[config.mk]
export PLATFORM = sky130hd
export DESIGN_NAME = vga_sync_receiver
export DESIGN_NICKNAME = d
export VERILOG_FILES = /design/src/rtl/vga_sync_receiver.sv
export SDC_FILE = /design/constraint.sdc
export NUM_CORES = 1
export LEC_CHECK = 0
export BUFFER_PORTS_ARGS = -buffer_cell sky130_fd_sc_hd__buf_2
export CORE_MARGIN = 3
export CORE_UTILIZATION = 50
export DETAILED_ROUTE_END_ITERATION = 6
export PLACE_DENSITY = 0.7
export SLEW_MARGIN = 20
export SYNTH_ARGS = -nofsm -noshare
export SYNTH_HDL_FRONTEND = slang
export SYNTH_SLANG_ARGS = --single-unit
[constraint.sdc]
create_clock -name Clock_25 -period 7.1 [get_ports Clock_25]
set_clock_uncertainty 0.05 [all_clocks]
set_input_delay 1.775 -clock Clock_25 [delete_from_list [all_inputs] [get_ports Clock_25]]
set_output_delay 1.775 -clock Clock_25 [all_outputs]
set_load 0.1 [all_outputs]
[src/rtl/vga_sync_receiver.sv]
// vga_sync_receiver
//   Recovers pixel timing from an incoming VGA HSYNC/VSYNC pair. Rebuilds the
//   column/row counters, checks line and frame geometry, declares lock after
//   LOCK_FRAMES consecutive clean frames and reports violations once locked.
//
// Ports
//   Clock_25    in   pixel clock, all logic on the rising edge
//   Reset       in   asynchronous active-low reset
//   iHS         in   horizontal sync, active-low
//   iVS         in   vertical sync, active-low, changes on HS falling edges
//   oColumn     out  visible column, 0 when oActive is low
//   oRow        out  visible row, 0 when oActive is low
//   oActive     out  visible pixel while locked
//   oFrameStart out  one-cycle pulse, cycle after each VS falling edge
//   oLocked     out  timing lock
//   oError      out  one-cycle pulse on a timing violation while locked
module vga_sync_receiver #(
  parameter int H_SYNC      = 96,
  parameter int H_BP        = 48,
  parameter int H_VIS       = 640,
  parameter int H_TOTAL     = 800,
  parameter int V_SYNC      = 2,
  parameter int V_BP        = 33,
  parameter int V_VIS       = 480,
  parameter int V_TOTAL     = 525,
  parameter int LOCK_FRAMES = 2
) (
  input  logic       Clock_25,
  input  logic       Reset,
  input  logic       iHS,
  input  logic       iVS,
  output logic [9:0] oColumn,
  output logic [9:0] oRow,
  output logic       oActive,
  output logic       oFrameStart,
  output logic       oLocked,
  output logic       oError
);

  localparam logic [9:0] H_START = 10'(H_SYNC + H_BP);
  localparam logic [9:0] H_END   = 10'(H_SYNC + H_BP + H_VIS);
  localparam logic [9:0] V_START = 10'(V_SYNC + V_BP);
  localparam logic [9:0] V_END   = 10'(V_SYNC + V_BP + V_VIS);
  localparam logic [9:0] H_LAST  = 10'(H_TOTAL - 1);
  localparam logic [9:0] V_LAST  = 10'(V_TOTAL - 1);
  localparam logic [9:0] CNT_MAX = 10'd1023;
  localparam logic [2:0] LOCK_N  = 3'(LOCK_FRAMES);

  typedef enum logic [1:0] {
    ST_SEARCH  = 2'd0,
    ST_MEASURE = 2'd1,
    ST_LOCKED  = 2'd2
  } state_t;

  // Registered state
  logic       hs_prev_q, vs_prev_q;
  logic [9:0] hcnt_q, vcnt_q;
  logic       skip_q;           // next HS fall closes a partial line: do not check it
  logic       line_err_seen_q;  // a line error occurred since the previous VS fall
  state_t     state_q;
  logic [2:0] goodcnt_q;
  logic       locked_q, error_q, frame_start_q;

  // Next-state values
  logic       hs_prev_d, vs_prev_d;
  logic [9:0] hcnt_d, vcnt_d;
  logic       skip_d, line_err_seen_d;
  state_t     state_d;
  logic [2:0] goodcnt_d;
  logic       locked_d, error_d, frame_start_d;

  // Decoded events
  logic hs_fall, vs_fall, timeout, line_err, frame_good;
  logic h_in, v_in;

  // Edge detection, counters and geometry checks
  always_comb begin
    hs_prev_d = iHS;
    vs_prev_d = iVS;
    hs_fall   = hs_prev_q & ~iHS;
    vs_fall   = vs_prev_q & ~iVS;

    // hcnt_q reads 0 in the cycle after the HS fall, so the next fall of a
    // nominal line sees H_TOTAL-1.
    if (hs_fall) begin
      hcnt_d = 10'd0;
    end else if (hcnt_q == CNT_MAX) begin
      hcnt_d = CNT_MAX;
    end else begin
      hcnt_d = hcnt_q + 10'd1;
    end

    // VS fall restarts the frame even though an HS fall arrives with it.
    if (vs_fall) begin
      vcnt_d = 10'd0;
    end else if (hs_fall && (vcnt_q != CNT_MAX)) begin
      vcnt_d = vcnt_q + 10'd1;
    end else begin
      vcnt_d = vcnt_q;
    end

    timeout    = (hcnt_q == CNT_MAX);
    line_err   = hs_fall & ~skip_q & (state_q != ST_SEARCH) & (hcnt_q != H_LAST);
    // A line error in the VS-fall cycle itself also spoils the frame.
    frame_good = (vcnt_q == V_LAST) & ~line_err_seen_q & ~line_err;

    // After a timeout the counter no longer measures a real line.
    if (timeout) begin
      skip_d = 1'b1;
    end else if (hs_fall) begin
      skip_d = 1'b0;
    end else begin
      skip_d = skip_q;
    end

    if (vs_fall) begin
      line_err_seen_d = 1'b0;
    end else if (line_err) begin
      line_err_seen_d = 1'b1;
    end else begin
      line_err_seen_d = line_err_seen_q;
    end
  end

  // Lock FSM next-state logic
  always_comb begin
    state_d   = state_q;
    goodcnt_d = goodcnt_q;
    case (state_q)
      ST_SEARCH: begin
        if (vs_fall) begin
          state_d   = ST_MEASURE;
          goodcnt_d = 3'd0;
        end else begin
          state_d   = ST_SEARCH;
        end
      end
      ST_MEASURE: begin
        if (timeout) begin
          state_d   = ST_SEARCH;
          goodcnt_d = 3'd0;
        end else if (vs_fall && frame_good) begin
          if ((goodcnt_q + 3'd1) >= LOCK_N) begin
            state_d   = ST_LOCKED;
            goodcnt_d = LOCK_N;
          end else begin
            goodcnt_d = goodcnt_q + 3'd1;
          end
        end else if (vs_fall) begin
          goodcnt_d = 3'd0;
        end else begin
          goodcnt_d = goodcnt_q;
        end
      end
      ST_LOCKED: begin
        if (timeout) begin
          state_d   = ST_SEARCH;
          goodcnt_d = 3'd0;
        end else if (line_err || (vs_fall && !frame_good)) begin
          state_d   = ST_MEASURE;
          goodcnt_d = 3'd0;
        end else begin
          state_d   = ST_LOCKED;
        end
      end
      default: begin
        state_d   = ST_SEARCH;
        goodcnt_d = 3'd0;
      end
    endcase
  end

  // Lock FSM outputs (registered below)
  always_comb begin
    locked_d      = (state_d == ST_LOCKED);
    frame_start_d = vs_fall;
    if (state_q == ST_LOCKED) begin
      error_d = timeout | line_err | (vs_fall & ~frame_good);
    end else begin
      error_d = 1'b0;
    end
  end

  // State register for edge detectors, counters, checks and FSM
  always_ff @(posedge Clock_25 or negedge Reset) begin
    if (!Reset) begin
      hs_prev_q       <= 1'b1;
      vs_prev_q       <= 1'b1;
      hcnt_q          <= 10'd0;
      vcnt_q          <= 10'd0;
      skip_q          <= 1'b1;
      line_err_seen_q <= 1'b0;
      state_q         <= ST_SEARCH;
      goodcnt_q       <= 3'd0;
      locked_q        <= 1'b0;
      error_q         <= 1'b0;
      frame_start_q   <= 1'b0;
    end else begin
      hs_prev_q       <= hs_prev_d;
      vs_prev_q       <= vs_prev_d;
      hcnt_q          <= hcnt_d;
      vcnt_q          <= vcnt_d;
      skip_q          <= skip_d;
      line_err_seen_q <= line_err_seen_d;
      state_q         <= state_d;
      goodcnt_q       <= goodcnt_d;
      locked_q        <= locked_d;
      error_q         <= error_d;
      frame_start_q   <= frame_start_d;
    end
  end

  // Visible window decode from the registered counters
  always_comb begin
    h_in    = (hcnt_q >= H_START) && (hcnt_q < H_END);
    v_in    = (vcnt_q >= V_START) && (vcnt_q < V_END);
    oActive = locked_q & h_in & v_in;
    if (oActive) begin
      oColumn = hcnt_q - H_START;
      oRow    = vcnt_q - V_START;
    end else begin
      oColumn = 10'd0;
      oRow    = 10'd0;
    end
  end

  assign oLocked     = locked_q;
  assign oError      = error_q;
  assign oFrameStart = frame_start_q;

endmodule

; Yosys cells after proc, flatten, opt, wreduce, memory -nomap -nowiden
; Cells that the tools add are included.
[word_totals]
register_bits = 32
latchBits = 0
ramBits = 0
rom_bits = 0
in_bits = 4
output_inout_bits = 24
word_cells = 84
mem_count = 0
[op_classes]
add_sub_neg = 5
multipliers = 0
div = 0
order_cmp = 5
n_eq_ne = 8
shift = 0
muxes = 25
bitwise = 18
n_reduce_logical = 12
[op_table]
columns = cell, count
row1 = 10-bit two-way mux, 6
row2 = "10-bit by 1-bit adder with 10-bit output, second input constant", 2
row3 = "10-bit == test, second input constant", 2
row4 = "10-bit less-than comparator, second input constant", 2
row5 = "10-bit inequality test, second input constant", 2
row6 = 3-bit two-way mux, 6
row7 = 1-bit AND, 10
row8 = "10-bit by 6-bit greater-or-equal comparator with 1-bit output, second input constant", 1
row9 = "10-bit by 8-bit greater-or-equal comparator with 1-bit output, second input constant", 1
row10 = 2-bit two-way mux, 5
row11 = "10-bit by 6-bit subtractor with 10-bit output, second input constant", 1
row12 = "10-bit by 8-bit subtractor with 10-bit output, second input constant", 1
row13 = 3-bit one-hot mux with 3 select lines, 1
row14 = 2-bit nonzero test, 4
row15 = 1-bit two-way mux, 6
row16 = 1-bit NOT, 6
row17 = 2-bit one-hot mux with 3 select lines, 1
row18 = 1-bit logical AND, 5
row19 = "2-bit == test, second input constant", 2
row20 = "3-bit by 1-bit adder with 3-bit output, second input constant", 1
row21 = "3-bit by 2-bit greater-or-equal comparator with 1-bit output, second input constant", 1
row22 = "3-bit inequality test, second input constant", 1
row23 = "2-bit by 1-bit == test with 1-bit output, second input constant", 1
row24 = 2-bit zero test, 1
row25 = 3 further kinds, 4

; Logic depth before layout (Yosys ltp)
[logic_depth]
ltp_word = 14
depth_mapped = 8
mapped_depth_nobuf = 7

; Worst setup path after synthesis
; No wires, ideal clock.
[synth_timing]
kind = flip-flop to output port
from = reg vcnt_q[0]
to = out oRow[5]
arrival_time_ns = 3.539
t_required_ns = 5.275
path_slack_ns = 1.736
stages_incl_launch_ff = 6
n_path_buf = 0
cell_sequence = dfrtp_1 ha_1 or4_4 nor2_1 o2111ai_2 nor3_1
[synth_between]
elab_chain_cells = 4
[synth_lines]
columns = element, line
row1 = start: declaration, 57  ; logic [9:0] hcnt_q, vcnt_q;
row2 = start signal: assignment, 202  ; vcnt_q <= vcnt_d;
row3 = 10-bit by 6-bit greater-or-equal comparator with 1-bit output / 10-bit less-than comparator (equally long branches), 216  ; v_in = (vcnt_q >= V_START) && (vcnt_q < V_END);
row4 = 1-bit logical AND, 216
row5 = 1-bit AND, 217  ; oActive = locked_q & h_in & v_in;
row6 = 10-bit two-way mux *, 218  ; if (oActive) begin
row7 = end: declaration, 33  ; output logic [9:0] oRow,
; Mark *: on every way between the ends. The rest lies on a longest branch, timed or not.

; Worst setup path after layout
; Ends and elaborated chain as after synthesis.

==> results by group <==
Routing
  • Remaining DRCs: 0
  • Initial drt markers: 126
  • DRT antenna net count: 0
  • Vias/cell: 5.48
  • Wire per inst: 13.9 um
  • Total number of vias: 1,748
  • DR pass1 iterations: 4
  • WL final: 4.42 mm

Placement
  • Setup WS pre-CTS: 2.62 ns
  • Placer Congestion: 0.808
  • Port bufs: 27
  • Half-perimeter wire length after placement: 3.11 mm

CTS
  • H-tree depth: 2
  • Clk_lat worst skew: 0.29 ns
  • Clock transition at the registers of the reported paths: 0.06 ns
  • Post-CTS setup buffers: 0
  • CTS Hold Bufs: 0
  • CTS buffer count: 5
  • Post_cts resized: 0
  • Clock sink count: 32
  • Clk Tree Root Cell: clkbuf_8
  • Clock tree buffer depth: 2
  • TritonCTS clock tree: done

Timing
  • Fin. max-slew vios: 0
  • Setup violators final: 0
  • Final Hold Fails: 0
  • Setup TNS: 0 ns
  • Minimum clock period: 4.75 ns
  • Hold WS: 0.451 ns
  • RSZ-0062 raised after global routing: false
  • Actual slew at the worst max-slew pin: 0.978 ns
  • Worst setup margin: 2.35 ns
  • FMAX: 210 MHz
  • Tcrit/Tclk final: 66.9%
  • Slew margin rel.: 34.7%

Synth
  • Mapped Cells: 247
  • Mapped Area: 2110 sq um
  • Post-synth EDFFs: 0
  • Simple-gate share of the synthesized area: 29.0%
  • Mean area per synthesized cell: 8.56 sq um
  • Yosys warns: 0
  • Synth Register Bits: 32
  • Synth unique cells: 54
  • Post-synthesis compound-gate area fraction: 12.8%
  • Post-Synth XOR/XNOR Area: 8.28%
  • Register area share after synthesis: 38.0%
  • Asr flop ratio synth: 100%
  • Adder-cell share of the synthesized area: 5.33%
  • Commonest register cell after synthesis: dfrtp_1
  • Mux contribution to synthesized area: 0.533%
  • Largest family of logic cells by synthesized area: simple AND/OR/NAND/NOR gates
  • Mapped Nets: 260

Critical path
  • Reg2reg start: hs_prev_q$_DFF_PN1_
  • Kind of end point of the critical path: output pin
  • Gate family responsible for the most delay along the worst path: compound AO/OA/AOI/OAI gates
  • CP startpoint kind: flip-flop
  • Required time of the critical path: 5.28 ns
  • Crit path cell chain: ha_1, or4_4, nand2_2, a21oi_1, o2111ai_2, nor3_1, buf_2
  • Max FO, Critical Path: 21
  • Crit path buffers/inverters: 1
  • Max incr delay on CP: 0.77 ns
  • Critical path class: flip-flop to output pin
  • Critical Path Source: vcnt_q[0]$_DFFE_PN0P_
  • Crit path arrival time: 2.93 ns
  • Crit-path slowest cell: o2111ai_2

Floorplanning
  • Die width: 71.0 um
  • Chip height: 71.0 um
  • Area of the core: 4030 sq um
  • Initial Utilization: 52.5%
  • FP Rows: 23
  • Die area: 5050 sq um
  • I/O pin total: 28

Min path
  • Hold Startpoint: skip_q$_DFFE_PN1P_
  • Hold Path Class: flip-flop to flip-flop

Power and ir drop
  • Peak supply drop: 0.000129 V
  • Lkg Pwr: 1.10 nW
  • Pwr Total: 0.000443 W
  • Pwr/cell area: 189 nW/um^2

Final layout
  • Ant diodes: 0
  • Util after Layout: 58.3%
  • Share of cells above drive strength 1: 17.5%
  • Final #Nets: 281
  • P&R area growth vs syn: 11.1%

Global routing
  • Largest net degree at the start of global routing: 33
  • Grt total ovfl: 0
  • Initial antenna violation count: 0
  • GRT Total Usage: 18.8%
  • First-pass GRT wire length: 7.47 mm
  • Vias in the first global route: 1,525

Run status
  • Status: completed

Run
  • Max Cap Violations: 0
-- registers in the layout (all words and copies together), names as in the netlist --
register and flops:
hs_prev_q 1, vcnt_q 10, oLocked 1, hcnt_q 10, state_q 2, vs_prev_q 1
skip_q 1, oFrameStart 1, oError 1, goodcnt_q 3, line_err_seen_q 1
-- worst register-to-register path, stage by stage, from the launching register on --
cell     delay [ns]
dfstp_2        0.52
nor2b_1        0.77
nand3_1        0.30
or4b_4         0.56
or3_1          0.31
a21oi_1        0.14
-- worst paths after layout --
check | cells past startpoint | slack (ns) | to
min | 2 | 0.45 | skip_q$_DFFE_PN1P_
max | 7 | 2.35 | oRow[5]
max reg2reg | 5 | 4.37 | vcnt_q[9]$_DFFE_PN0P_
min reg2reg | 2 | 0.45 | skip_q$_DFFE_PN1P_
min in group asynchronous | 1 | 1.48 | vcnt_q[9]$_DFFE_PN0P_
max in group asynchronous | 1 | 5.04 | goodcnt_q[1]$_DFFE_PN0P_
-- stage by stage --
step / area [sq um] / std cells
final: 2350 / 319
after global routing: 2350 / 319
after CTS: 2350 / 319
after detailed placement: 2240 / 311
after global placement: 2240 / 311
after floorplan: 2110 / 247
-- layout by cell type (no fill, tap or decap), types with 4 or more instances in the layout --
cell type	synthesis	layout
xnor2_1	18	18
nand3_1	7	7
inv_1	14	14
nor3_1	9	9
ha_1	9	9
a21oi_1	15	15
nor2b_1	6	6
buf_2	5	27
nand4_1	4	4
nand2_1	16	16
dfrtp_1	29	29
nor2_1	44	44
clkbuf_8	0	5
nand2b_1	6	6
-- synth_stat cells (2+ instances only) --
cell type,instances,area [sq um]
nand2b_1,6,37.5
clkbuf_1,4,15.0
nand3_2,2,20.0
a21oi_1,15,75.1
buf_4,4,30.0
nor4b_1,3,26.3
nand4_1,4,25.0
dfstp_2,3,78.8
nor2b_1,6,37.5
nand3_1,7,35.0
o21ai_0,3,15.0
nand2_1,16,60.1
nor3_1,9,45.0
xor2_1,2,17.5
nor4_1,2,12.5
inv_1,14,52.6
or3_1,2,12.5
o21ai_1,2,10.0
a21boi_0,3,22.5
buf_2,5,25.0
and3_1,2,12.5
xnor2_1,18,158
and2b_1,3,22.5
o32ai_1,2,17.5
nor2_1,44,165
ha_1,9,113
nand3b_1,2,15.0
dfrtp_1,29,726
-- final cells by class --
cell class                 count  area (sq um)
timing repair buffer          27           135
fill                         384          1680
clock inverter                 2          35.0
inverter                      15          56.3
tap                           50          62.6
clock buffer                   6          72.6
multi-input combinational    187          1180
sequential                    32           805
-- logic make-up (layout without fill, tap and decap cells) --
family / count (synthesis) / in the layout
simple gates: 117 / 117
fa+ha+maj: 9 / 9
buf+inv: 28 / 50
flops: 32 / 32
xor+xnor: 20 / 20
mux: 1 / 1
compound gates: 40 / 40
-- metal layers --
layer / vias up / part of all wire (%) / GRT usage, % / wire (um)
met5: - / 0 / 0 / 0
met4: 0 / 1.1 / 5.64 / 48
met3: 5 / 6.0 / 5.82 / 266
met2: 45 / 44 / 26.3 / 1950
met1: 815 / 49 / 27.9 / 2160
li1: 883 / - / - / -
-- power by group --
part | internal [W] | total [W] | leakage (nW) | switching [W]
logic | 0.0000245 | 0.0000570 | 0.619 | 0.0000325
registers | 0.000195 | 0.000213 | 0.421 | 0.0000182
clock network | 0.000104 | 0.000173 | 0.0552 | 0.0000689
total | 0.000324 | 0.000443 | 1.10 | 0.000120
Note: power is estimated with default switching activity, not from simulation.
